[config.mk]
export PLATFORM = sky130hd
export DESIGN_NAME = boiler_stack_renderer
export DESIGN_NICKNAME = d
export VERILOG_FILES = /design/src/rtl/boiler_stack_renderer.sv
export SDC_FILE = /design/constraint.sdc
export NUM_CORES = 1
export LEC_CHECK = 0
export ABC_AREA = 1
export CAP_MARGIN = 20
export CORE_MARGIN = 8
export CORE_UTILIZATION = 27
export CTS_CLUSTER_DIAMETER = 30
export DETAILED_ROUTE_END_ITERATION = 7
export GPL_TIMING_DRIVEN = 0
export SLEW_MARGIN = 20
export SYNTH_ARGS = -nofsm -noshare
export SYNTH_HDL_FRONTEND = slang
export SYNTH_SLANG_ARGS = --single-unit
[constraint.sdc]
create_clock -name clk -period 5.66 [get_ports clk]
set_input_delay 1.132 -clock clk [delete_from_list [all_inputs] [get_ports clk]]
set_output_delay 1.132 -clock clk [all_outputs]
set_load 0.03 [all_outputs]
[src/rtl/boiler_stack_renderer.sv]
// Boiler sprite with an animated stack of colour layers.
// Push/pop commands fill or drain one band row by row on frame ticks.
module boiler_stack_renderer #(
    parameter int LAYERS      = 4,
    parameter int LAYER_H     = 5,
    parameter int CAP_H       = 4,
    parameter int STEP_FRAMES = 2,
    localparam int LW         = $clog2(LAYERS + 1)
) (
    input  logic          clk,
    input  logic          reset,
    input  logic          frame_tick,
    input  logic [6:0]    X,
    input  logic [5:0]    Y,
    input  logic [6:0]    leftX,
    input  logic [5:0]    topY,
    input  logic [15:0]   BACKGROUND,
    input  logic          selected,
    input  logic          cmd_valid,
    input  logic          cmd_push,
    input  logic [2:0]    cmd_colour,
    output logic          cmd_ready,
    output logic          done,
    output logic [2:0]    done_colour,
    output logic          err,
    output logic [LW-1:0] level,
    output logic [15:0]   oled_data
);

    localparam logic [1:0] S_IDLE  = 2'd0;
    localparam logic [1:0] S_FILL  = 2'd1;
    localparam logic [1:0] S_DRAIN = 2'd2;

    localparam int FW       = (STEP_FRAMES > 1) ? $clog2(STEP_FRAMES) : 1;
    localparam int BODY_END = CAP_H + LAYERS * LAYER_H;

    localparam logic [15:0] WHITE = 16'hFFFF;
    localparam logic [15:0] RED   = 16'hF800;
    localparam logic [15:0] BROWN = 16'h61E0;
    localparam logic [15:0] BLACK = 16'h0000;

    function automatic logic [15:0] slot_rgb(input logic [2:0] code);
        case (code)
            3'b000:  slot_rgb = 16'hFFFF;
            3'b001:  slot_rgb = 16'hCB92;
            3'b010:  slot_rgb = 16'hA777;
            3'b011:  slot_rgb = 16'hED6C;
            3'b100:  slot_rgb = 16'h0016;
            3'b101:  slot_rgb = 16'h06BF;
            3'b110:  slot_rgb = 16'hA534;
            default: slot_rgb = RED;
        endcase
    endfunction

    logic [1:0]    state;
    logic [2:0]    slots [16];
    logic [3:0]    anim_rows;
    logic [FW-1:0] fcnt;
    logic [3:0]    lvl4;
    logic [3:0]    top4;
    logic          accept;
    logic          push_ok;
    logic          pop_ok;
    logic          step;
    logic          last;

    assign lvl4      = 4'(level);
    assign top4      = lvl4 - 4'd1;
    assign cmd_ready = (state == S_IDLE);
    assign accept    = cmd_valid && cmd_ready;
    assign push_ok   = cmd_push && (level < LW'(LAYERS)) && (cmd_colour != 3'b111);
    assign pop_ok    = !cmd_push && (level != '0);
    assign step      = frame_tick && (fcnt == FW'(STEP_FRAMES - 1));
    assign last      = step && (anim_rows == 4'(LAYER_H - 1));

    always_ff @(posedge clk or posedge reset) begin
        if (reset) begin
            state       <= S_IDLE;
            level       <= '0;
            anim_rows   <= '0;
            fcnt        <= '0;
            done        <= 1'b0;
            err         <= 1'b0;
            done_colour <= 3'b000;
            for (int i = 0; i < 16; i++) slots[i] <= 3'b000;
        end else begin
            done <= 1'b0;
            err  <= 1'b0;
            case (state)
                S_IDLE: begin
                    if (accept) begin
                        if (push_ok) begin
                            slots[lvl4] <= cmd_colour;
                            anim_rows   <= '0;
                            fcnt        <= '0;
                            state       <= S_FILL;
                        end else if (pop_ok) begin
                            anim_rows <= '0;
                            fcnt      <= '0;
                            state     <= S_DRAIN;
                        end else begin
                            err <= 1'b1;
                        end
                    end
                end
                default: begin
                    if (step) begin
                        fcnt      <= '0;
                        anim_rows <= anim_rows + 4'd1;
                    end else if (frame_tick) begin
                        fcnt <= fcnt + FW'(1);
                    end
                    // Final row step commits the level change and releases the FSM.
                    if (last) begin
                        state     <= S_IDLE;
                        done      <= 1'b1;
                        anim_rows <= '0;
                        if (state == S_FILL) begin
                            level       <= level + LW'(1);
                            done_colour <= slots[lvl4];
                        end else begin
                            level       <= level - LW'(1);
                            done_colour <= slots[top4];
                        end
                    end
                end
            endcase
        end
    end

    logic [7:0]  r;
    logic [7:0]  c;
    logic [7:0]  b;
    logic [7:0]  band;
    logic [7:0]  k;
    logic [7:0]  s;
    logic [7:0]  lvl8;
    logic [7:0]  rows8;
    logic [15:0] sc;
    logic [15:0] band_col;
    logic [15:0] pix;

    assign r     = {2'b00, Y} - {2'b00, topY};
    assign c     = {1'b0, X} - {1'b0, leftX};
    assign lvl8  = 8'(level);
    assign rows8 = {4'b0000, anim_rows};

    always_comb begin
        b    = r - 8'(CAP_H);
        band = b / 8'(LAYER_H);
        k    = b % 8'(LAYER_H);
        s    = 8'(LAYERS - 1) - band;
        sc   = slot_rgb(slots[s[3:0]]);
        // The animated band is checked before committed slots so a draining top layer empties.
        if (state == S_DRAIN && s == lvl8 - 8'd1)
            band_col = (k >= rows8) ? sc : WHITE;
        else if (s < lvl8)
            band_col = sc;
        else if (state == S_FILL && s == lvl8)
            band_col = (k >= 8'(LAYER_H) - rows8) ? sc : WHITE;
        else
            band_col = WHITE;
    end

    always_comb begin
        pix = BACKGROUND;
        if (!(Y < topY || X < leftX)) begin
            if (r < 8'(CAP_H)) begin
                if (c >= 8'd5 && c <= 8'd12) pix = selected ? RED : BROWN;
            end else if (r < 8'(BODY_END)) begin
                if (c == 8'd0 || c == 8'd17) pix = BLACK;
                else if (c <= 8'd16)         pix = band_col;
            end else if (r == 8'(BODY_END) && c <= 8'd17) begin
                pix = BLACK;
            end
        end
    end

    always_ff @(posedge clk or posedge reset) begin
        if (reset) oled_data <= 16'h0000;
        else       oled_data <= pix;
    end

endmodule

# Yosys cells after proc, flatten, opt, wreduce, memory -nomap -nowiden
# Index checks and enable logic that the tools add are counted.
totals:
  ramBits: 0
  word_cells: 150
  mem_count: 0
  romBits: 0
  reg_bits: 79
  out_inout_bits: 25
  latch_bits: 0
op_classes:
  mux: 51
  n_mul: 0
  n_reduce_logical: 26
  n_lt_le_gt_ge: 16
  div_mod_pow: 2
  n_bitwise: 4
  addsub: 11
  eq_ne: 16
  n_shift: 0
op_table:
  columns: ["op", "n"]
  rows:
  - ["$mux 16", 13]
  - ["$pmux 16 s7", 1]
  - ["$bwmux 48", 1]
  - ["$bmux 3 s4", 3]
  - ["$mux 3", 9]
  - ["$mux 4", 6]
  - ["$eq 8x5->1 const B", 2]
  - ["$le 8x5->1 const B", 2]
  - ["$ge 5x5->1 const B", 3]
  - ["$demux 3 s4", 1]
  - ["$mux 1", 12]
  - ["$reduce_and 3->1", 4]
  - ["$logic_and 1x1->1", 11]
  - ["$mux 2", 5]
  - ["$not 4->5", 2]
  - ["$eq 3x3->1 const B", 3]
  - ["$reduce_bool 3->1", 3]
  - ["$div 8x3->8 const B", 1]
  - ["$eq 8x3->1", 1]
  - ["$eq 8x8->1", 1]
  - ["$ge 8x3->1 const B", 1]
  - ["$ge 8x4->1", 1]
  - ["$ge 8x8->1", 1]
  - ["$le 8x4->1 const B", 1]
  - ["other kinds (35)", 38]

# Logic depth before layout (Yosys ltp)
# Gate-level depths: netlist (run 1).
depth:
  ltp_word: 19
  ltp_mapped: 64
  ltp_nobuf: 62

# Least setup slack after synthesis (run 1)
# Ideal clock, no wire load.
synth_path:
  path_kind: "input to register"
  start: "in Y[0]"
  end: "reg oled_data[10]"
  arrival_time_ns: 7.858
  n_path_buf: 2
  path_slack_ns: -2.264
  stages: 58
  cell_sequence: "inv_1 ha_1 inv_1 fa_1 xnor2_2 inv_1 ha_1 inv_1 a21oi_1 nand3_1 nand3_2 nand2_1 inv_2 nand3_4 nand2_1 nand2_2 inv_2 nand4_2 [... 22 more ...] a21oi_1 o21bai_1 a21oi_1 o21bai_1 a21oi_1 nor2_1 o21ai_0 nand3_1 a31o_2 nand2_1 nor2_4 nand3_1 nand2_1 nand2_1 nand2_1 nand2_1 nand2_1 nand2_1"
synth_via:
  elab_chain_cells: 19
synth_lines:
  columns: ["item", "line", "rtl"]
  rows:
  - ["from (decl)", "14", "input logic [5:0] Y,"]
  - ["$sub 6x6->7", "143", "assign r = {2'b00, Y} - {2'b00, topY};"]
  - ["$sub 7x4->8", "149", "b = r - 8'(CAP_H);"]
  - ["$div 8x3->8", "150", "band = b / 8'(LAYER_H);"]
  - ["$sub 2x8->8", "152", "s = 8'(LAYERS - 1) - band;"]
  - ["$not 4->5 (not written as such)", "153", "sc = slot_rgb(slots[s[3:0]]);"]
  - ["$bmux 3 s4", "153", null]
  - ["$mux 3 (not written as such) (2 in series)", "153", null]
  - ["$eq 3x3->1 (tied with other cells)", "43", "case (code)"]
  - ["[... 3 more ...]", null, null]
  - ["$mux 16", "157", "else if (s < lvl8)"]
  - ["$mux 16", "155", "if (state == S_DRAIN && s == lvl8 - 8'd1)"]
  - ["$mux 16", "172", "else if (c <= 8'd16) pix = band_col;"]
  - ["$mux 16", "171", "if (c == 8'd0 || c == 8'd17) pix = BLACK;"]
  - ["$mux 16", "170", "end else if (r < 8'(BODY_END)) begin"]
  - ["$mux 16", "168", "if (r < 8'(CAP_H)) begin"]
  - ["$mux 16 *", "167", "if (!(Y < topY || X < leftX)) begin"]
  - ["via pix[10]", "141", "logic [15:0] pix;"]
  - ["to (signal assigned)", "181", "else oled_data <= pix;"]
  - ["to (decl)", "27", "output logic [15:0] oled_data"]
# Mark *: on every way through the listed nets, which the timed path passes. The rest lies on a longest branch. The select of a mux whose other input is x is not followed.
# A chain may end at the register's enable or synchronous reset.

# Worst setup path after layout (run 1)
layout_path:
  start: "in Y[0]"
  end: "reg oled_data[5]"
# The elaborated chain is that of the path after synthesis.

==> results of run 1 <==
[synthesized netlist by cell type (2+ instances only)]
cell,number
sky130_fd_sc_hd__o211ai_1,9
sky130_fd_sc_hd__a21oi_1,47
sky130_fd_sc_hd__o22ai_1,3
sky130_fd_sc_hd__nor2_1,57
sky130_fd_sc_hd__o21ai_0,62
sky130_fd_sc_hd__nand3_2,11
sky130_fd_sc_hd__nor2_2,4
sky130_fd_sc_hd__nor3_1,5
sky130_fd_sc_hd__nand2_2,25
sky130_fd_sc_hd__nand4_1,23
sky130_fd_sc_hd__clkbuf_1,25
sky130_fd_sc_hd__inv_1,126
sky130_fd_sc_hd__nand4_2,2
sky130_fd_sc_hd__buf_2,3
sky130_fd_sc_hd__xor2_1,10
sky130_fd_sc_hd__a31oi_1,2
sky130_fd_sc_hd__a21oi_2,3
sky130_fd_sc_hd__buf_6,2
sky130_fd_sc_hd__nor2_4,3
sky130_fd_sc_hd__fa_1,3
sky130_fd_sc_hd__o41ai_1,2
sky130_fd_sc_hd__o2111ai_1,2
sky130_fd_sc_hd__ha_1,43
sky130_fd_sc_hd__nand2_1,190
sky130_fd_sc_hd__buf_4,2
sky130_fd_sc_hd__nand3_1,96
sky130_fd_sc_hd__nand3_4,2
sky130_fd_sc_hd__o31ai_1,2
sky130_fd_sc_hd__nand3b_1,3
sky130_fd_sc_hd__o21a_1,4
sky130_fd_sc_hd__inv_2,13
sky130_fd_sc_hd__o21ai_1,11
sky130_fd_sc_hd__xnor2_1,7
sky130_fd_sc_hd__o21bai_1,4
sky130_fd_sc_hd__dfrtp_1,55
sky130_fd_sc_hd__nor3b_1,2
[through the flow]
step                      cell area [um2]  total power [uW]  worst slack [ns]  std cells
final                                8100              5030             -1.80       1306
after global routing                 8100              5590             -2.35       1306
after CTS                            7870              4860             -1.69       1292
after detailed placement             7100              4020             -3.28       1233
after global placement               7080              3970             -3.23       1232
after floorplan                      5990              3270             -1.75        882
[sequential cells by signal (all words and copies together), names as in the netlist]
register     count
anim_rows        4
done             1
done_colour      3
err              1
fcnt             1
level            3
oled_data       16
slots           24
state            2
[critical path: cells and delay by family]
kind	cells	cell delay, ns
adders and majority gates	6	1.29
AOI/OAI and AO/OA	9	1.22
and+or+nand+nor	31	2.84
buffers and inverters	11	0.75
xor gates and xnor gates	2	0.42
[layout make-up]
type	instances	area, um2
well taps	275	344
fillers	2224	13000
inverters	139	556
repair buffers	143	1290
multi-input cells	655	4220
clock inverters	1	30.0
plain buffers	32	154
flip-flops and latches	55	1380
clock buffers	6	129
[power groups by stage]
| stage | clock network [uW] | registers (uW) | logic, uW |
|---|---|---|---|
| final | 349 | 545 | 4140 |
| after global routing | 379 | 557 | 4650 |
| after CTS | 361 | 545 | 3950 |
| after detailed placement | 0 | 549 | 3470 |
| after global placement | 0 | 550 | 3420 |
| after floorplan | 0 | 606 | 2670 |
[final timing paths]
check / startpoint / endpoint / slack [ns]
max reg2reg: level[0] / oled_data[5] / 1.60
min in group asynchronous: reset / oled_data[12] / 1.10
max in group asynchronous: reset / level[1] / 4.08
max: Y[0] / oled_data[5] / -1.80
min reg2reg: slots[28] / slots[28] / 0.46
min: slots[28] / slots[28] / 0.46
[timing repair]
action,CTS,global route
endpoints found under the setup margin,16,16
endpoints found under the hold margin,0,0
gates resized for setup,68,26
cloned,0,0
setup buffers,53,14
pin swaps,61,16
[cells by family after synthesis]
kind of cell	count (synthesis)	synth area share, %
mux	2	0.366
compound gates	159	15.8
xor+xnor	18	2.84
buf+inv	172	11.6
flops	55	23.7
fa+ha+maj	46	10.3
simple gates	430	35.5
[metal layers]
layer  vias to the layer above  GRT usage, %  part of all wire [%]
met5                         -             0                     0
met1                      2811          16.8                    46
met4                         0          2.54                   1.4
li1                       3185             -                     -
met3                        19          3.13                   6.6
met2                       172          21.5                    46
==> results.md, run 1 <==
Placement
- final weighted congestion of routability-driven global placement: 0.884
- post-DP HPWL: 13.1 mm
- count of port buffers added during placement: 75

Timing
- final hold violation count: 0
- Achievable Freq: 0.134 GHz
- Fin Hold WS: 0.458 ns
- final setup violating endpoints: 16
- Final min period: 7.46 ns
- Max transition margin: 52.0%
- max-slew violation count: 0
- sum of negative setup slack: -27.70 ns
- transition time of the tightest slew-check pin: 0.721 ns
- setup repair after global routing missed its margin: yes
- Final Skew: 0.00330 ns
- fraction of the cycle the final worst path needs: 132%
- final setup margin: -1.80 ns

Floorplan
- initial core utilization: 27.6%
- I/O pin cnt: 76
- Row Count: 53
- core outline area: 21100 um2
- DIE AREA: 26500 um2
- die outline height: 163 um
- Chip Width: 163 um

Pwr
- leakage power figure: 0.00385 uW
- share of total power in sequential cells: 10.8%
- switching portion of total power: 53.0%
- peak ir drop on the vdd network: 0.000350 V
- clock network fraction of total power: 6.9%
- Pwr per Cell Area: 622 nW/um2
- combinational cell fraction of total power: 82.2%
- Internal Dissipation: 2370 uW
- Switch Pwr: 2670 uW

Layout
- ratio of cells with drive above 1 in the final layout: 21.8%
- most common cell after layout, fill and taps aside: sky130_fd_sc_hd__nand2_1
- total number of nets in the final design: 1128
- diode insertion count for antenna repair: 0
- most frequent cells in the layout: sky130_fd_sc_hd__nand2_1 (168), sky130_fd_sc_hd__inv_1 (111), sky130_fd_sc_hd__nand3_1 (87), sky130_fd_sc_hd__clkdlybuf4s50_1 (68), sky130_fd_sc_hd__buf_4 (64)
- area delta synth->final: 39.3%
- Finished Core Util: 38.4%

Hold path
- worst min-delay path class: reg2reg
- hold path cells: 1

Synthesis
- Yosys Warn Count: 0
- share of synthesized area occupied by flip-flops and latches: 23.7%
- post-synthesis instance total: 882
- Avg Synthesized Cell Area: 6.59 um2
- top flip-flop cell by instance count after synthesis: sky130_fd_sc_hd__dfrtp_1
- cell area after technology mapping: 5820 um2
- count of distinct cell types in the synthesized netlist: 55
- number of enable-type register cells in the synthesized netlist: 0
- main area contributors after synthesis: sky130_fd_sc_hd__dfrtp_1 (24%), sky130_fd_sc_hd__nand2_1 (12%), sky130_fd_sc_hd__ha_1 (9.3%)
- Synthesized Nets: 979
- fraction of post-synthesis cell area in the top cell type by area: 23.7%
- dominant cell type by area after synthesis: sky130_fd_sc_hd__dfrtp_1
- FF+latch count, synth: 55
- Async SR Flop Fraction: 100%

Drt
- post-detailed-route wirelength per cell: 13.1 um
- first-pass detailed-route iteration total: 5
- residual DRC count: 0
- number of DRC violations after detailed-routing iteration 0: 291
- via count: 6187
- total detailed-routing wirelength: 17.2 mm
- vias per cell: 4.74
- final antenna-violating net count: 0

Critical path
- logic depth of the worst register-to-register path: 22
- Setup crit start kind: input pin
- capturing element type of the critical path: flop
- Slowest cell on crit path: sky130_fd_sc_hd__fa_2
- Most Frequent Cell on Critical Path: sky130_fd_sc_hd__nand2_4
- WS Path Type: in2reg
- worst endpoint data arrival time: 7.70 ns
- largest incremental delay on the critical path: 0.41 ns
- Required @ worst endpoint: 5.90 ns
- biggest fanout along the worst timing path: 7

GRT
- global-route wire length before repair: 29.0 mm
- GRT Total Usage: 13.0%
- final global-route overflow total: 0
- initial antenna violation count: 0
- via count of the first global-routing pass: 6056
- maximum number of pins on one net before global-route repair: 42

Clock network
- Clock Sink Count: 55
- Clock H-tree levels: 2
- register clock-pin slew on the reported worst setup and hold paths: 0.07 ns
- clock tree root buffer cell: sky130_fd_sc_hd__clkbuf_16
- number of hold buffers added after CTS: 0
- clock insertion delay at the later pin of the skew report: 0.30 ns
- number of buffers added by the clock tree synthesis step: 5
- TritonCTS clock tree: done
- buffers from clock root to sink, at most: 2

Run status
- failing checks: setup timing
- run status: finished with violations

Flow run
- number of maximum-capacitance violations: 0

Note: power is estimated with default switching activity, not from simulation.
==> run 2, diff against run 1 <==
CELL_PAD_IN_SITES_DETAIL_PLACEMENT = 1   (was default)
CELL_PAD_IN_SITES_GLOBAL_PLACEMENT = 1   (was default)
CORE_UTILIZATION = 40   (was 27)
PLACE_DENSITY_LB_ADDON = 0.1   (was default)
==> results.md, run 2 (synthesis gave the netlist of run 1 again) <==
Run status
- run status: finished with violations, unchanged
- failing checks: setup timing, unchanged

Critical path
- end of the worst register-to-register path: oled_data[0], was oled_data[5]
- Setup crit start kind: input pin, unchanged
- biggest fanout along the worst timing path: 7, unchanged
- Most Frequent Cell on Critical Path: sky130_fd_sc_hd__nand2_4, unchanged
- beginning of the critical path: Y[0], unchanged
- Slowest cell on crit path: sky130_fd_sc_hd__fa_2, unchanged
- startpoint of the worst-slack reg-to-reg timing path: level[0], unchanged
- Required @ worst endpoint: 5.90 ns, about the same
- capturing element type of the critical path: flop, unchanged
- CP Capture Point: oled_data[0], was oled_data[5]
- largest incremental delay on the critical path: 0.44 ns, was 0.41 ns
- worst endpoint data arrival time: 7.89 ns, was 7.70 ns
- logic depth of the worst register-to-register path: 20, was 22
- WS Path Type: in2reg, unchanged
- minimum setup slack among reg-to-reg paths: 1.54 ns, was 1.60 ns

Layout
- largest registers ranked by flip-flop count: slots: 24 flops, oled_data: 16 flops, anim_rows: 4 flops, unchanged
- total number of nets in the final design: 1132, was 1128
- number of flip-flops under the largest register name: 24, unchanged
- area delta synth->final: 38.3%, was 39.3%
- ratio of cells with drive above 1 in the final layout: 22.9%, was 21.8%
- diode insertion count for antenna repair: 0, unchanged
- most frequent cells in the layout: sky130_fd_sc_hd__nand2_1 (166), sky130_fd_sc_hd__inv_1 (111), sky130_fd_sc_hd__nand3_1 (88), sky130_fd_sc_hd__clkdlybuf4s50_1 (68), sky130_fd_sc_hd__buf_4 (67), was sky130_fd_sc_hd__nand2_1 (168), sky130_fd_sc_hd__inv_1 (111), sky130_fd_sc_hd__nand3_1 (87), sky130_fd_sc_hd__clkdlybuf4s50_1 (68), sky130_fd_sc_hd__buf_4 (64)
- most common cell after layout, fill and taps aside: sky130_fd_sc_hd__nand2_1, unchanged
- largest reg by FF count: slots, unchanged

GRT
- final global-route overflow total: 0, unchanged
- maximum number of pins on one net before global-route repair: 56, was 42
- initial antenna violation count: 0, unchanged
- global-route wire length before repair: 32.8 mm, was 29.0 mm
- GRT Total Usage: 21.4%, was 13.0%
- via count of the first global-routing pass: 6811, was 6056

Drt
- via count: 6687, was 6187
- first-pass detailed-route iteration total: 7, was 5
- post-detailed-route wirelength per cell: 17.3 um, was 13.1 um
- total detailed-routing wirelength: 21.1 mm, was 17.2 mm
- vias per cell: 5.48, was 4.74
- residual DRC count: 0, unchanged
- number of DRC violations after detailed-routing iteration 0: 392, was 291
- final antenna-violating net count: 0, unchanged

Placement
- count of port buffers added during placement: 75, unchanged
- post-DP HPWL: 14.3 mm, was 13.1 mm
- worst setup timing slack at the placement stage: -3.41 ns, was -3.28 ns
- final weighted congestion of routability-driven global placement: 0.893, was 0.884

Floorplan
- DIE AREA: 18700 um2, was 26500 um2
- core outline area: 14400 um2, was 21100 um2
- die outline height: 137 um, was 163 um
- I/O pin cnt: 76, unchanged
- Chip Width: 137 um, was 163 um
- initial core utilization: 40.5%, was 27.6%
- Row Count: 44, was 53

Clock network
- register clock-pin slew on the reported worst setup and hold paths: 0.08 ns, was 0.07 ns
- buffers from clock root to sink, at most: 2, unchanged
- clock insertion delay at the later pin of the skew report: 0.31 ns, was 0.30 ns
- TritonCTS clock tree: done, unchanged
- Clock Sink Count: 55, unchanged
- clock tree root buffer cell: sky130_fd_sc_hd__clkbuf_16, unchanged
- Clock H-tree levels: 2, unchanged
- number of buffers added by the clock tree synthesis step: 5, unchanged
- number of hold buffers added after CTS: 0, unchanged

Timing
- fraction of the cycle the final worst path needs: 135%, was 132%
- transition time of the tightest slew-check pin: 0.750 ns, was 0.721 ns
- final setup margin: -1.99 ns, was -1.80 ns
- setup repair after global routing missed its margin: yes, unchanged
- final setup violating endpoints: 16, unchanged
- Final Skew: 0.0143 ns, was 0.00330 ns
- Final min period: 7.65 ns, was 7.46 ns
- max-slew violation count: 0, unchanged
- final hold violation count: 0, unchanged
- sum of negative setup slack: -30.90 ns, was -27.70 ns
- Max transition margin: 50.0%, was 52.0%
- Achievable Freq: 0.131 GHz, was 0.134 GHz

Flow run
- number of maximum-capacitance violations: 0, unchanged

Pwr
- peak ir drop on the vdd network: 0.000309 V, was 0.000350 V
- Pwr per Cell Area: 669 nW/um2, was 622 nW/um2
- leakage power figure: 0.00389 uW, was 0.00385 uW

Hold path
- worst min-delay path class: reg2reg, unchanged

run 2: changes by cell type in the layout (fill, tap and decap cells not counted), sizes merged:
| cell | delta |
|---|---|
| buf | +4 |
| clkdlybuf4s15 | -1 |
| dlygate4sd2 | +1 |
| inv | +1 |
run 2: how the worst min path moves through the flow:
stage                         start        end  slack, ns  depth (start not counted)
after floorplan           slots[27]  slots[27]       0.43                          1
after global placement    slots[31]  slots[31]       0.44                          1
after detailed placement  slots[31]  slots[31]       0.45                          1
after CTS                 slots[31]  slots[31]       0.47                          1
after global routing      slots[31]  slots[31]       0.48                          1
final                     slots[29]  slots[29]       0.46                          1
run 2: per-stage QoR:
stage	power, uW	utilization (%)	hold WS [ns]	instances	area (um2)
after floorplan	3270	-	0.429	882	5990
after global placement	4020	48.5	0.439	1141	6970
after detailed placement	4110	48.5	0.448	1141	6970
after CTS	4990	54.4	0.468	1204	7820
after global routing	5880	56.0	0.476	1220	8040
final	5380	56.0	0.465	1220	8040
run 2: where the power goes:
group	total, uW	switching [uW]	internal (uW)	leakage, uW
Combinational	4460	2710	1760	0.00310
Clock	369	158	211	0.0000815
Sequential	548	70.1	477	0.000711
Total	5380	2940	2450	0.00389
run 2: layer usage:
| metal | vias up | global-route usage, % | part of all wire, % |
|---|---|---|---|
| met5 | - | 0 | 0 |
| met4 | 0 | 7.08 | 3.6 |
| met3 | 67 | 3.49 | 4.6 |
| met2 | 212 | 38.4 | 51 |
| met1 | 3218 | 25.5 | 41 |
| li1 | 3190 | - | - |
run 2: what timing repair did:
action | 4_1_cts | 5_1_grt
setup endpoints to repair | 16 | 16
gates resized for setup | 79 | 27
setup buffers | 55 | 16
pin swaps | 63 | 35
cloned | 0 | 0
hold endpoints to repair | 0 | 0
run 2: area by class of cell:
cell class	instances	area, um2
buffer	33	171
inverter	139	558
timing repair buffer	146	1310
multi-input combinational	655	4230
fill	1841	6330
tap	184	230
sequential	55	1380
clock buffer	6	129
clock inverter	2	38.8
run 2: worst max-delay path: cells and delay by family:
kind,cells,cell delay [ns]
AO/OA/AOI/OAI,13,1.63
XOR/XNOR,2,0.41
adder cells (fa/ha/maj),5,1.22
buffers and inverters,15,1.43
AND/OR/NAND/NOR,22,2.04
==> run 3, diff against run 2 <==
CORE_ASPECT_RATIO = 1.25   (was default)
==> results.md, run 3 (synthesis gave the netlist of run 1 again) <==
Layout
- most common cell after layout, fill and taps aside: sky130_fd_sc_hd__nand2_1, unchanged
- diode insertion count for antenna repair: 0, unchanged
- Finished Core Util: 57.4%, was 56.0%
- ratio of cells with drive above 1 in the final layout: 24.5%, was 22.9%
- most frequent cells in the layout: sky130_fd_sc_hd__nand2_1 (162), sky130_fd_sc_hd__inv_1 (113), sky130_fd_sc_hd__nand3_1 (83), sky130_fd_sc_hd__buf_4 (79), sky130_fd_sc_hd__clkdlybuf4s50_1 (69), was sky130_fd_sc_hd__nand2_1 (166), sky130_fd_sc_hd__inv_1 (111), sky130_fd_sc_hd__nand3_1 (88), sky130_fd_sc_hd__clkdlybuf4s50_1 (68), sky130_fd_sc_hd__buf_4 (67)
- multi-input logic area: 4330 um2, was 4230 um2
- number of flip-flops under the largest register name: 24, unchanged
- Sequential cell area: 1380 um2, unchanged
- largest registers ranked by flip-flop count: slots: 24 flops, oled_data: 16 flops, anim_rows: 4 flops, unchanged
- count of filler cells inserted in the layout: 1845, was 1841
- total number of nets in the final design: 1144, was 1132
- fin area: 8210 um2, was 8040 um2
- largest reg by FF count: slots, unchanged
- final cell count without fillers: 1226, was 1220
- area delta synth->final: 41.1%, was 38.3%

GRT
- via count of the first global-routing pass: 7182, was 6811
- final global-route overflow total: 0, unchanged
- global-route wire length before repair: 34.4 mm, was 32.8 mm
- maximum number of pins on one net before global-route repair: 56, unchanged
- GRT Total Usage: 22.8%, was 21.4%
- initial antenna violation count: 0, unchanged

Clock network
- clock insertion delay at the later pin of the skew report: 0.31 ns, about the same
- TritonCTS clock tree: done, unchanged
- register clock-pin slew on the reported worst setup and hold paths: 0.08 ns, about the same
- clock tree root buffer cell: sky130_fd_sc_hd__clkbuf_16, unchanged
- Clock H-tree levels: 2, unchanged
- buffers from clock root to sink, at most: 2, unchanged
- number of hold buffers added after CTS: 0, unchanged
- Clock Sink Count: 55, unchanged
- number of buffers added by the clock tree synthesis step: 5, unchanged

Drt
- first-pass detailed-route iteration total: 5, was 7
- vias per cell: 5.60, was 5.48
- number of DRC violations after detailed-routing iteration 0: 383, was 392
- final antenna-violating net count: 0, unchanged
- total detailed-routing wirelength: 23.4 mm, was 21.1 mm
- via count: 6862, was 6687
- residual DRC count: 0, unchanged
- post-detailed-route wirelength per cell: 19.1 um, was 17.3 um

Placement
- Post-Place Cell Area: 6960 um2, was 6970 um2
- final weighted congestion of routability-driven global placement: 0.852, was 0.893
- worst setup timing slack at the placement stage: -3.50 ns, was -3.41 ns
- Placed Instances: 1135, was 1141
- post-DP HPWL: 14.8 mm, was 14.3 mm
- count of port buffers added during placement: 75, unchanged

Pwr
- Pwr per Cell Area: 678 nW/um2, was 669 nW/um2
- Internal Dissipation: 2450 uW, about the same
- combinational cell fraction of total power: 83.5%, was 83.0%
- clock network fraction of total power: 6.7%, was 6.9%
- switching portion of total power: 55.9%, was 54.6%
- share of total power in sequential cells: 9.8%, was 10.2%
- leakage power figure: 0.00395 uW, was 0.00389 uW
- peak ir drop on the vdd network: 0.000325 V, was 0.000309 V
- Switch Pwr: 3110 uW, was 2940 uW

Timing
- Max transition margin: 45.5%, was 50.0%
- Fin Hold WS: 0.462 ns, was 0.465 ns
- final hold violation count: 0, unchanged
- Achievable Freq: 0.123 GHz, was 0.131 GHz
- final setup violating endpoints: 16, unchanged
- Final Skew: 0.0116 ns, was 0.0143 ns
- setup repair after global routing missed its margin: yes, unchanged
- fraction of the cycle the final worst path needs: 143%, was 135%
- final setup margin: -2.46 ns, was -1.99 ns
- transition time of the tightest slew-check pin: 0.818 ns, was 0.750 ns
- Final min period: 8.12 ns, was 7.65 ns
- max-slew violation count: 0, unchanged

Critical path
- startpoint of the worst-slack reg-to-reg timing path: level[0], unchanged
- Most Frequent Cell on Critical Path: sky130_fd_sc_hd__buf_4, was sky130_fd_sc_hd__nand2_4
- WS Path Type: in2reg, unchanged
- Slowest cell on crit path: sky130_fd_sc_hd__fa_2, unchanged
- logic depth of the worst register-to-register path: 20, unchanged
- biggest fanout along the worst timing path: 6, was 7
- Setup crit start kind: input pin, unchanged
- CP Capture Point: oled_data[0], unchanged
- minimum setup slack among reg-to-reg paths: 1.49 ns, was 1.54 ns
- Required @ worst endpoint: 5.84 ns, was 5.90 ns
- worst endpoint data arrival time: 8.30 ns, was 7.89 ns
- end of the worst register-to-register path: oled_data[6], was oled_data[0]
- largest incremental delay on the critical path: 0.45 ns, was 0.44 ns
- beginning of the critical path: Y[0], unchanged
- capturing element type of the critical path: flop, unchanged

Hold path
- beginning of the worst hold path: slots[31], was slots[29]
- worst min-delay path class: reg2reg, unchanged
- hold path cells: 1, unchanged

Run status
- run status: finished with violations, unchanged
- failing checks: setup timing, unchanged

Floorplan
- Row Count: 49, was 44
- DIE AREA: 18700 um2, about the same
- Chip Width: 124 um, was 137 um
- I/O pin cnt: 76, unchanged
- core outline area: 14300 um2, was 14400 um2
- initial core utilization: 40.7%, was 40.5%
- die outline height: 151 um, was 137 um

Flow run
- number of maximum-capacitance violations: 0, unchanged

[run 3: cell count changes in the layout (fill, tap and decap cells not counted), sizes merged]
cell	change
clkbuf	+2
clkdlybuf4s50	+1
buf	+10
dlygate4sd2	-1
[run 3: worst max-delay path: cells and delay by family]
family          cells  cell delay [ns]
fa+ha+maj           2             0.58
xor+xnor            1             0.29
simple gates       15             1.56
buf+inv            33             4.00
compound gates      5             0.70
[run 3: cell type report]
| class | count | area share (%) |
|---|---|---|
| buffer | 33 | 2.07 |
| clock buffer | 6 | 1.57 |
| clock inverter | 2 | 0.473 |
| inverter | 139 | 6.80 |
| multi-input combinational | 655 | 52.7 |
| sequential | 55 | 16.8 |
| tap | 178 | 2.71 |
| timing repair buffer | 158 | 16.9 |
[run 3: how the worst min path moves through the flow]
stage and endpoint:
6_report slots[31], 5_1_grt slots[31], 4_1_cts slots[31], 3_5_place_dp slots[27], 3_3_place_gp slots[31], 2_1_floorplan slots[27]
[run 3: timing repair]
item | CTS | global route
buffers inserted | 66 | 17
pin swaps | 65 | 63
endpoints found under the setup margin | 16 | 16
resized for setup | 68 | 51
hold endpoints to repair | 0 | 0
[run 3: through the flow]
step,setup TNS (ns),total power (uW)
floorplan,-26.80,3270
CTS,-28.36,4970
detailed placement,-53.97,4110
global route,-41.31,5990
finish,-37.71,5560
global placement,-51.39,4010
[run 3: layer usage]
layer  track usage, %  part of all wire [%]  vias up  routed length, um
met5                0                     0        -                  0
met4             11.5                   4.9        0               1140
met3             3.36                   4.0       91                932
met2             42.8                    53      228              12300
met1             24.0                    38     3319               9010
li1                 -                     -     3224                  -
[run 3: power groups by stage]
stage | Sequential (uW) | Clock [uW] | Combinational [uW]
2_1_floorplan | 606 | 0 | 2670
3_3_place_gp | 549 | 0 | 3460
3_5_place_dp | 554 | 0 | 3560
4_1_cts | 547 | 379 | 4040
5_1_grt | 558 | 387 | 5040
6_report | 546 | 371 | 4650
